File: src/rtl/wb_debug_bridge_pkg.sv
// Shared command/status codes and FSM state type for the debug bridge.
// Imported by wb_debug_bridge and dbg_timeout_ctr.
package wb_debug_bridge_pkg;

  localparam logic [7:0] CMD_READ  = 8'h01;
  localparam logic [7:0] CMD_WRITE = 8'h02;

  localparam logic [7:0] ST_OK  = 8'hA5;
  localparam logic [7:0] ST_ERR = 8'hEE;
  localparam logic [7:0] ST_NAK = 8'h3F;

  typedef enum logic [2:0] {
    IDLE,
    ADDR,
    WDATA,
    BUS,
    RESP_STAT,
    RESP_DATA
  } state_t;

endpackage

File: src/rtl/dbg_timeout_ctr.sv
// Load-and-count-down timer: clear reloads LIMIT-1, expired when it hits 0.
// Ports: clk, rst (sync, active-high), clear, expired.
module dbg_timeout_ctr
  import wb_debug_bridge_pkg::*;
#(
  parameter int unsigned LIMIT = 1024
) (
  input  logic clk,
  input  logic rst,
  input  logic clear,
  output logic expired
);

  localparam int W = (LIMIT > 1) ? $clog2(LIMIT) : 1;
  localparam logic [W-1:0] LOAD = W'(LIMIT - 1);

  logic [W-1:0] cnt;

  // Loaded at the edge that enters the timed window; the LIMIT-th edge
  // inside the window samples cnt == 0.
  always_ff @(posedge clk) begin
    if (rst || clear) begin
      cnt <= LOAD;
    end else if (cnt != '0) begin
      cnt <= cnt - 1'b1;
    end
  end

  assign expired = (cnt == '0);

endmodule

File: src/rtl/wb_debug_bridge.sv
// Byte-stream to Wishbone classic master bridge for host debug access.
// Ports: clk, rst, rx_* (byte in), tx_* (byte out), wb_* master, busy.
// Optional WB_DEBUG_BRIDGE_FRAME_TIMEOUT_EN: drop stalled partial frames.
module wb_debug_bridge
  import wb_debug_bridge_pkg::*;
#(
  parameter int unsigned BUS_TIMEOUT   = 1024,
  parameter int unsigned FRAME_TIMEOUT = 50000
) (
  input  logic        clk,
  input  logic        rst,
  input  logic [7:0]  rx_data,
  input  logic        rx_valid,
  output logic        rx_ready,
  output logic [7:0]  tx_data,
  output logic        tx_valid,
  input  logic        tx_ready,
  output logic [31:0] wb_addr,
  output logic [31:0] wb_dat_o,
  input  logic [31:0] wb_dat_i,
  output logic        wb_we,
  output logic [3:0]  wb_sel,
  output logic        wb_cyc,
  output logic        wb_stb,
  input  logic        wb_ack,
  input  logic        wb_err,
  output logic        busy
);

  if (BUS_TIMEOUT < 1 || FRAME_TIMEOUT < 1) begin : g_bad_param
    $error("wb_debug_bridge: timeouts must be >= 1");
  end

  state_t      state;
  logic [1:0]  idx;
  logic        is_rd;
  logic [31:0] rdata;
  logic        rx_fire;
  logic        bus_expired;
  logic        frame_expired;

  assign rx_ready = ~rst & ((state == IDLE) ||
                            (state == ADDR) ||
                            (state == WDATA));
  assign rx_fire  = rx_valid & rx_ready;
  assign busy     = (state != IDLE);
  assign wb_stb   = wb_cyc;
  assign wb_sel   = 4'hF;

  dbg_timeout_ctr #(
    .LIMIT (BUS_TIMEOUT)
  ) u_bus_to (
    .clk     (clk),
    .rst     (rst),
    .clear   (state != BUS),
    .expired (bus_expired)
  );

`ifdef WB_DEBUG_BRIDGE_FRAME_TIMEOUT_EN
  logic frame_clr;

  // Restart on every accepted byte and whenever no frame is open.
  assign frame_clr = rx_fire |
                     ~((state == ADDR) || (state == WDATA));

  dbg_timeout_ctr #(
    .LIMIT (FRAME_TIMEOUT)
  ) u_frame_to (
    .clk     (clk),
    .rst     (rst),
    .clear   (frame_clr),
    .expired (frame_expired)
  );
`else
  assign frame_expired = 1'b0;
`endif

  always_ff @(posedge clk) begin
    if (rst) begin
      state    <= IDLE;
      idx      <= '0;
      is_rd    <= 1'b0;
      rdata    <= '0;
      tx_data  <= '0;
      tx_valid <= 1'b0;
      wb_cyc   <= 1'b0;
      wb_we    <= 1'b0;
      wb_addr  <= '0;
      wb_dat_o <= '0;
    end else begin
      unique case (state)
        IDLE: begin
          if (rx_fire) begin
            idx <= '0;
            if (rx_data == CMD_READ ||
                rx_data == CMD_WRITE) begin
              is_rd <= (rx_data == CMD_READ);
              state <= ADDR;
            end else begin
              is_rd    <= 1'b0;
              tx_data  <= ST_NAK;
              tx_valid <= 1'b1;
              state    <= RESP_STAT;
            end
          end
        end
        ADDR: begin
          if (rx_fire) begin
            wb_addr <= {wb_addr[23:0], rx_data};
            idx     <= idx + 2'd1;
            if (idx == 2'd3) begin
              if (is_rd) begin
                wb_cyc <= 1'b1;
                wb_we  <= 1'b0;
                state  <= BUS;
              end else begin
                state <= WDATA;
              end
            end
          end else if (frame_expired) begin
            state <= IDLE;
          end
        end
        WDATA: begin
          if (rx_fire) begin
            wb_dat_o <= {wb_dat_o[23:0], rx_data};
            idx      <= idx + 2'd1;
            if (idx == 2'd3) begin
              wb_cyc <= 1'b1;
              wb_we  <= 1'b1;
              state  <= BUS;
            end
          end else if (frame_expired) begin
            state <= IDLE;
          end
        end
        BUS: begin
          // ack outranks err, err outranks timeout.
          if (wb_ack) begin
            wb_cyc   <= 1'b0;
            wb_we    <= 1'b0;
            rdata    <= is_rd ? wb_dat_i : 32'h0;
            tx_data  <= ST_OK;
            tx_valid <= 1'b1;
            state    <= RESP_STAT;
          end else if (wb_err || bus_expired) begin
            wb_cyc   <= 1'b0;
            wb_we    <= 1'b0;
            rdata    <= 32'h0;
            tx_data  <= ST_ERR;
            tx_valid <= 1'b1;
            state    <= RESP_STAT;
          end
        end
        RESP_STAT: begin
          if (tx_ready) begin
            if (is_rd) begin
              tx_data <= rdata[31:24];
              rdata   <= {rdata[23:0], 8'h00};
              idx     <= '0;
              state   <= RESP_DATA;
            end else begin
              tx_valid <= 1'b0;
              state    <= IDLE;
            end
          end
        end
        RESP_DATA: begin
          if (tx_ready) begin
            idx <= idx + 2'd1;
            if (idx == 2'd3) begin
              tx_valid <= 1'b0;
              state    <= IDLE;
            end else begin
              tx_data <= rdata[31:24];
              rdata   <= {rdata[23:0], 8'h00};
            end
          end
        end
        default: state <= IDLE;
      endcase
    end
  end

endmodule

File: config.mk
export PLATFORM = sky130hd
export DESIGN_NAME = wb_debug_bridge
export DESIGN_NICKNAME = d
export VERILOG_FILES = /design/src/rtl/wb_debug_bridge_pkg.sv /design/src/rtl/dbg_timeout_ctr.sv /design/src/rtl/wb_debug_bridge.sv
export SDC_FILE = /design/constraint.sdc
export NUM_CORES = 1
export LEC_CHECK = 0
export CORE_UTILIZATION = 42
export CTS_CLUSTER_DIAMETER = 60
export CTS_CLUSTER_SIZE = 16
export DETAILED_ROUTE_END_ITERATION = 10
export GPL_TIMING_DRIVEN = 0
export PLACE_DENSITY = 0.68
export SLEW_MARGIN = 25
export SYNTH_ARGS = -nofsm -noshare
export SYNTH_HDL_FRONTEND = slang
export SYNTH_SLANG_ARGS = --single-unit
File: constraint.sdc
create_clock -name clk -period 2.9 [get_ports clk]
set_input_delay 0.725 -clock clk [delete_from_list [all_inputs] [get_ports clk]]
set_output_delay 0.725 -clock clk [all_outputs]
set_load 0.02 [all_outputs]
After elaboration in Yosys (flattened, before gate mapping)
Index checks and enable logic that the tools add are counted.
{ "word_totals": {"register_bits": 123, "latchBits": 0, "mem_bits_rw": 0, "rom_bits": 0, "inputBits": 46, "elab_cells": 122, "n_memories": 0} }
{ "op_classes": {"addsub": 2, "multipliers": 0, "div": 0, "n_lt_le_gt_ge": 0, "eq_ne": 24, "shift": 0, "n_mux": 59, "bitwise_logic": 3, "n_reduce_logical": 23} }
{ "ops": {"columns": ["operator", "count"], "rows": [
  ["32-bit two-way mux", 7],
  ["32-bit case mux with 3 select lines", 1],
  ["8-bit two-way mux", 8],
  ["3-bit two-way mux", 12],
  ["8-bit case mux with 4 select lines", 1],
  ["2-bit != test, second input constant", 11],
  ["1-bit two-way mux", 20],
  ["3-bit case mux with 6 select lines", 1],
  ["8-bit AND reduction", 2],
  ["6-bit AND reduction", 2],
  ["10-bit zero test", 1],
  ["2-bit two-way mux", 5],
  ["10-bit nonzero test", 1],
  ["10-bit by 1-bit subtractor with 10-bit output, second input constant", 1],
  ["9-bit AND reduction", 1],
  ["3-bit nonzero test", 3],
  ["8-bit by 1-bit equality test with 1-bit output, second input constant", 1],
  ["8-bit by 2-bit equality test with 1-bit output, second input constant", 1],
  ["2-bit case mux with 4 select lines", 1],
  ["4-bit nonzero test", 2],
  ["7-bit AND reduction", 1],
  ["3-bit by 2-bit equality test with 1-bit output, second input constant", 2],
  ["3-bit equality test, second input constant", 2],
  ["2-bit by 1-bit != test with 1-bit output, second input constant", 3],
  ["other kinds (13)", 21]
]} }

Depth between registers and ports, before layout
{ "logic_depth": {"depth_word": 7, "depth_mapped": 10} }

Cells and area by module
A second synthesis with hierarchy kept.
{ "hier_totals": {"cells_unflattened": 610, "area_unflattened_um2": 5136.2} }
{ "modules_own_cells": {"columns": ["mod", "n_inst", "cells_per_inst", "area_per_inst_um2"], "rows": [
  ["wb_debug_bridge", 1, 554, 4595.7],
  ["dbg_timeout_ctr", 1, 56, 540.5]
]} }

Worst setup path after synthesis
No wires, ideal clock.
{ "synth_timing": {"kind": "input port to output port", "start": "input rst", "end": "output rx_ready", "t_arrival_ns": 1.787, "required_ns": 2.175, "slack_ns": 0.388, "stages": 4, "path_buffers": 3, "path_cell_list": "clkbuf_1 > clkbuf_1 > clkbuf_1 > nor3_1"} }
{ "synth_via": {"elab_chain_cells": 2} }
{ "synth_rtl": {"columns": ["item", "line_no", "rtl"], "rows": [
  ["start, declared", "wb_debug_bridge.sv:11", "input logic rst,"],
  ["1-bit inverter", "wb_debug_bridge.sv:42", "assign rx_ready = ~rst & ((state == IDLE) ||"],
  ["1-bit bitwise AND", "wb_debug_bridge.sv:42", null],
  ["end, declared", "wb_debug_bridge.sv:14", "output logic rx_ready,"]
]} }
Every way passes these cells.

Final worst setup path
{ "layout_timing": {"start": "input rx_data[2]", "end": "register tx_data[2]"} }
{ "layout_via": {"elab_chain_cells": 4} }
{ "layout_rtl": {"columns": ["item", "line_no", "rtl"], "rows": [
  ["start, declared", "wb_debug_bridge.sv:12", "input logic [7:0] rx_data,"],
  ["8-bit by 1-bit equality test with 1-bit output or 8-bit by 2-bit equality test with 1-bit output (tied branches)", "wb_debug_bridge.sv:95, wb_debug_bridge.sv:96", null],
  ["1-bit logical OR *", "wb_debug_bridge.sv:95", "if (rx_data == CMD_READ ||"],
  ["2-bit != test (no line) *", null, null],
  ["8-bit AND reduction (no line) *", null, null],
  ["end signal, assigned", "wb_debug_bridge.sv:158", "tx_data <= rdata[31:24];"],
  ["end signal, assigned", "wb_debug_bridge.sv:175", "tx_data <= rdata[31:24];"],
  ["end, declared", "wb_debug_bridge.sv:15", "output logic [7:0] tx_data,"]
]} }
Every way passes the cells marked *; elsewhere a longest branch is shown, timed or not.
A chain may end at the register's enable or synchronous reset.

==> reports/summary.txt <==
outcome -> finished, final reports clean
WP data arrival -> 3.09 ns
port bufs -> 122
die area -> 0.01294 mm2
asr flop ratio synth -> 0%
worst-case clock buffer depth -> 2
largest net degree at the start of global routing -> 17
Leak -> 2.557 nW
R2R cell count -> 7
antenna violations before repair -> 0
Cell Int Power -> 3.285 mW
DRC viols -> 0
Crit Reg-Reg Endpoint -> rdata[29]$_SDFFE_PP0P_
Final Max Tran Viols -> 0
maxcap violations -> 0
hold_buf cts -> 0
Root Driver -> clkbuf_16
Primary FF master, synth -> dfxtp_1
RSZ-0062 raised after global routing -> no
area of the multi-input gates -> 0.002511 mm2
Startpoint Class -> primary input
WS Path Type -> primary input to register
initial DRC count -> 237
Die Y -> 113.8 um
sequential power share -> 41.3%
Worst R2R Start -> state[0]$_SDFFE_PP0P_
clk sinks -> 123
worst setup path start -> rx_data[2]
area grow syn2layout -> 39.34%
clk slew on worst S/H paths -> 0.05 ns
first-pass GRT wire length -> 23,130 um
Final Hold Viols -> 0
pwr/cell area -> 570.8 mW/mm2
worst setup path end -> tx_data[2]$_SDFFE_PP0P_
Mapped Area -> 0.005245 mm2
EDFF count, synth -> 0
share of the core filled with cells -> 60.34%
Final WS setup -> 0.1133 ns
r2r setup slk -> 0.29 ns
Worst Setup End Kind -> register
Rel. slew slack -> 34.81%
Via density -> 5.186
via count -> 4,849
Syn. warnings -> 0
fraction of final layout cells sized beyond drive strength 1 -> 14.21%
CORE AREA -> 0.01211 mm2
postcts setup bufs -> 0
Die Width -> 113.8 um
Switching Share -> 21.25%
Final Setup Violations -> 0
CTS Buf Count -> 17
Distinct cells, synth -> 53
mean post-synth cell area -> 8.570 um2
register bit total from synthesis -> 123
Ant. Diodes -> 0
I/O Pins -> 128
CTS tree -> yes
worst slack, placed -> -0.4573 ns
placer congestion estimate -> 0.8396
Slew @ Worst Pin -> 0.9703 ns
Total GRT Usage -> 23.21%
Required @ worst endpoint -> 3.20 ns
most frequent cells in the layout -> nand2_1, dfxtp_1, clkdlybuf4s50_1
sequential fraction of the synthesis area -> 46.95%
post-route clock period utilization -> 96.09%
min-delay worst type -> register to register
sw power -> 886.6 uW
row count -> 40
FILL cells -> 1,070
DR WL/cell -> 15.60 um
vias in the first global route -> 4,709
skew final -> 0.004641 ns
# nets final -> 804
Comb pwr share -> 6.8%
Routed WL -> 14,580 um
CTS HTree Levels -> 4
Storage cell area -> 0.002462 mm2
DR pass1 iterations -> 5
min cycle time layout -> 2.787 ns
CP Max Fanout -> 4
DRT antenna net count -> 0
Worst-Skew Late Latency -> 0.41 ns
VDD IR max -> 0.0004000 V
Clock power frac -> 51.9%
fmax -> 358.8 MHz
Mapped Cells -> 612
global route overflow -> 0
DP HPWL -> 10,590 um
commonest non-fill, non-tap cell in the layout -> nand2_1
Initial Util -> 43.31%
final cells by class:
cell class / count / share of cell area [%]
Multi-Input combinational cell: 436 / 34.36
Sequential cell: 123 / 33.69
Timing Repair Buffer: 122 / 16.69
Clock buffer: 23 / 6.814
Buffer: 50 / 3.715
Tap cell: 168 / 2.876
Clock inverter: 7 / 1.541
Inverter: 6 / 0.3082
per-stage QoR:
step                      power (mW)  hold slack (ns)  area (um2)  std cells  TNS (ns)
after global routing           4.292           0.4740        7308        935         0
after detailed placement       2.041           0.4479        6688        905    -2.056
final                          4.172           0.4498        7308        935         0
after global placement         2.036           0.4413        6688        905    -1.273
after floorplan                1.893           0.4355        5256        615         0
after CTS                      4.203           0.4544        7301        935         0
flip-flops by register name, summed over array words and instances, names as in the netlist:
register	flops
tx_valid	1
wb_cyc	1
wb_we	1
idx	2
u_bus_to.cnt	10
wb_dat_o	32
state	3
is_rd	1
tx_data	8
rdata	32
wb_addr	32
routing by layer:
metal  global-route usage, %  part of all wire [%]  vias to the layer above
li1                        -                     -                     2411
met1                   28.58                    44                     2281
met2                   37.89                    48                      140
met3                   7.705                   6.6                       17
met4                   8.246                   1.3                        0
met5                       0                     0                        -
power groups by stage:
stage          clock [mW]  sequential (mW)  combinational (mW)
2_1_floorplan           0             1.77               0.119
3_3_place_gp            0             1.76               0.279
3_5_place_dp            0             1.76               0.284
4_1_cts              2.20             1.72               0.285
5_1_grt              2.27             1.72               0.302
6_report             2.17             1.72               0.284
synthesized netlist by cell type, types with 2 or more instances:
master / count / area share (%)
nor2b_1: 3 / 0.36
a221oi_2: 22 / 6.3
inv_1: 6 / 0.43
nand2b_1: 5 / 0.60
and2_1: 2 / 0.24
nand2_1: 163 / 12
buf_6: 7 / 1.5
or4_4: 2 / 0.43
nor2_1: 34 / 2.4
nand3_1: 15 / 1.4
o211ai_1: 2 / 0.29
o22ai_1: 3 / 0.36
a21oi_1: 87 / 8.3
dfxtp_1: 123 / 47
mux2i_1: 3 / 0.57
a221oi_1: 2 / 0.33
nor4_1: 5 / 0.60
or3b_2: 2 / 0.33
a31o_1: 2 / 0.33
xor2_1: 2 / 0.33
o221a_2: 2 / 0.43
a211oi_1: 5 / 0.72
xnor2_1: 4 / 0.67
buf_2: 6 / 0.57
nand3b_1: 3 / 0.43
buf_4: 5 / 0.72
o21ai_0: 10 / 0.95
clkbuf_1: 32 / 2.3
nor3_2: 22 / 4.2
nor3_1: 8 / 0.76
or3_2: 2 / 0.29
ha_1: 2 / 0.48
worst min path at each step:
stage / start / end / slack, ns / depth (start not counted)
2_1_floorplan: idx[1]$_SDFFE_PP0P_ / idx[1]$_SDFFE_PP0P_ / 0.44 / 2
3_3_place_gp: wb_dat_o[28]$_SDFFE_PP0P_ / wb_dat_o[28]$_SDFFE_PP0P_ / 0.44 / 2
3_5_place_dp: wb_dat_o[31]$_SDFFE_PP0P_ / wb_dat_o[31]$_SDFFE_PP0P_ / 0.45 / 2
4_1_cts: wb_dat_o[31]$_SDFFE_PP0P_ / wb_dat_o[31]$_SDFFE_PP0P_ / 0.45 / 2
5_1_grt: wb_dat_o[31]$_SDFFE_PP0P_ / wb_dat_o[31]$_SDFFE_PP0P_ / 0.47 / 2
6_report: wb_dat_o[31]$_SDFFE_PP0P_ / wb_dat_o[31]$_SDFFE_PP0P_ / 0.45 / 2
repair_timing:
item                                    in CTS  in global routing
endpoints found under the setup margin       1                  1
gates resized for setup                      4                  2
endpoints found under the hold margin        0                  0
critical path: stages:
cell             delay [ns]
clkdlybuf4s50_1        0.45
nor4_1                 0.77
a311oi_1               0.34
o2bb2ai_1              0.38
nor2_1                 0.15
o221a_2                0.26
kinds of logic after synthesis:
logic type / after synthesis / synth area share (%)
and+or+nand+nor: 277 / 25.43
muxes: 3 / 0.5725
buffers and inverters: 56 / 5.511
xor gates and xnor gates: 6 / 1.002
adders and majority gates: 2 / 0.4770
AOI/OAI and AO/OA: 144 / 19.99
DFF: 123 / 46.95
other: 1 / 0.07150
Power figures use the tool's default switching activity.
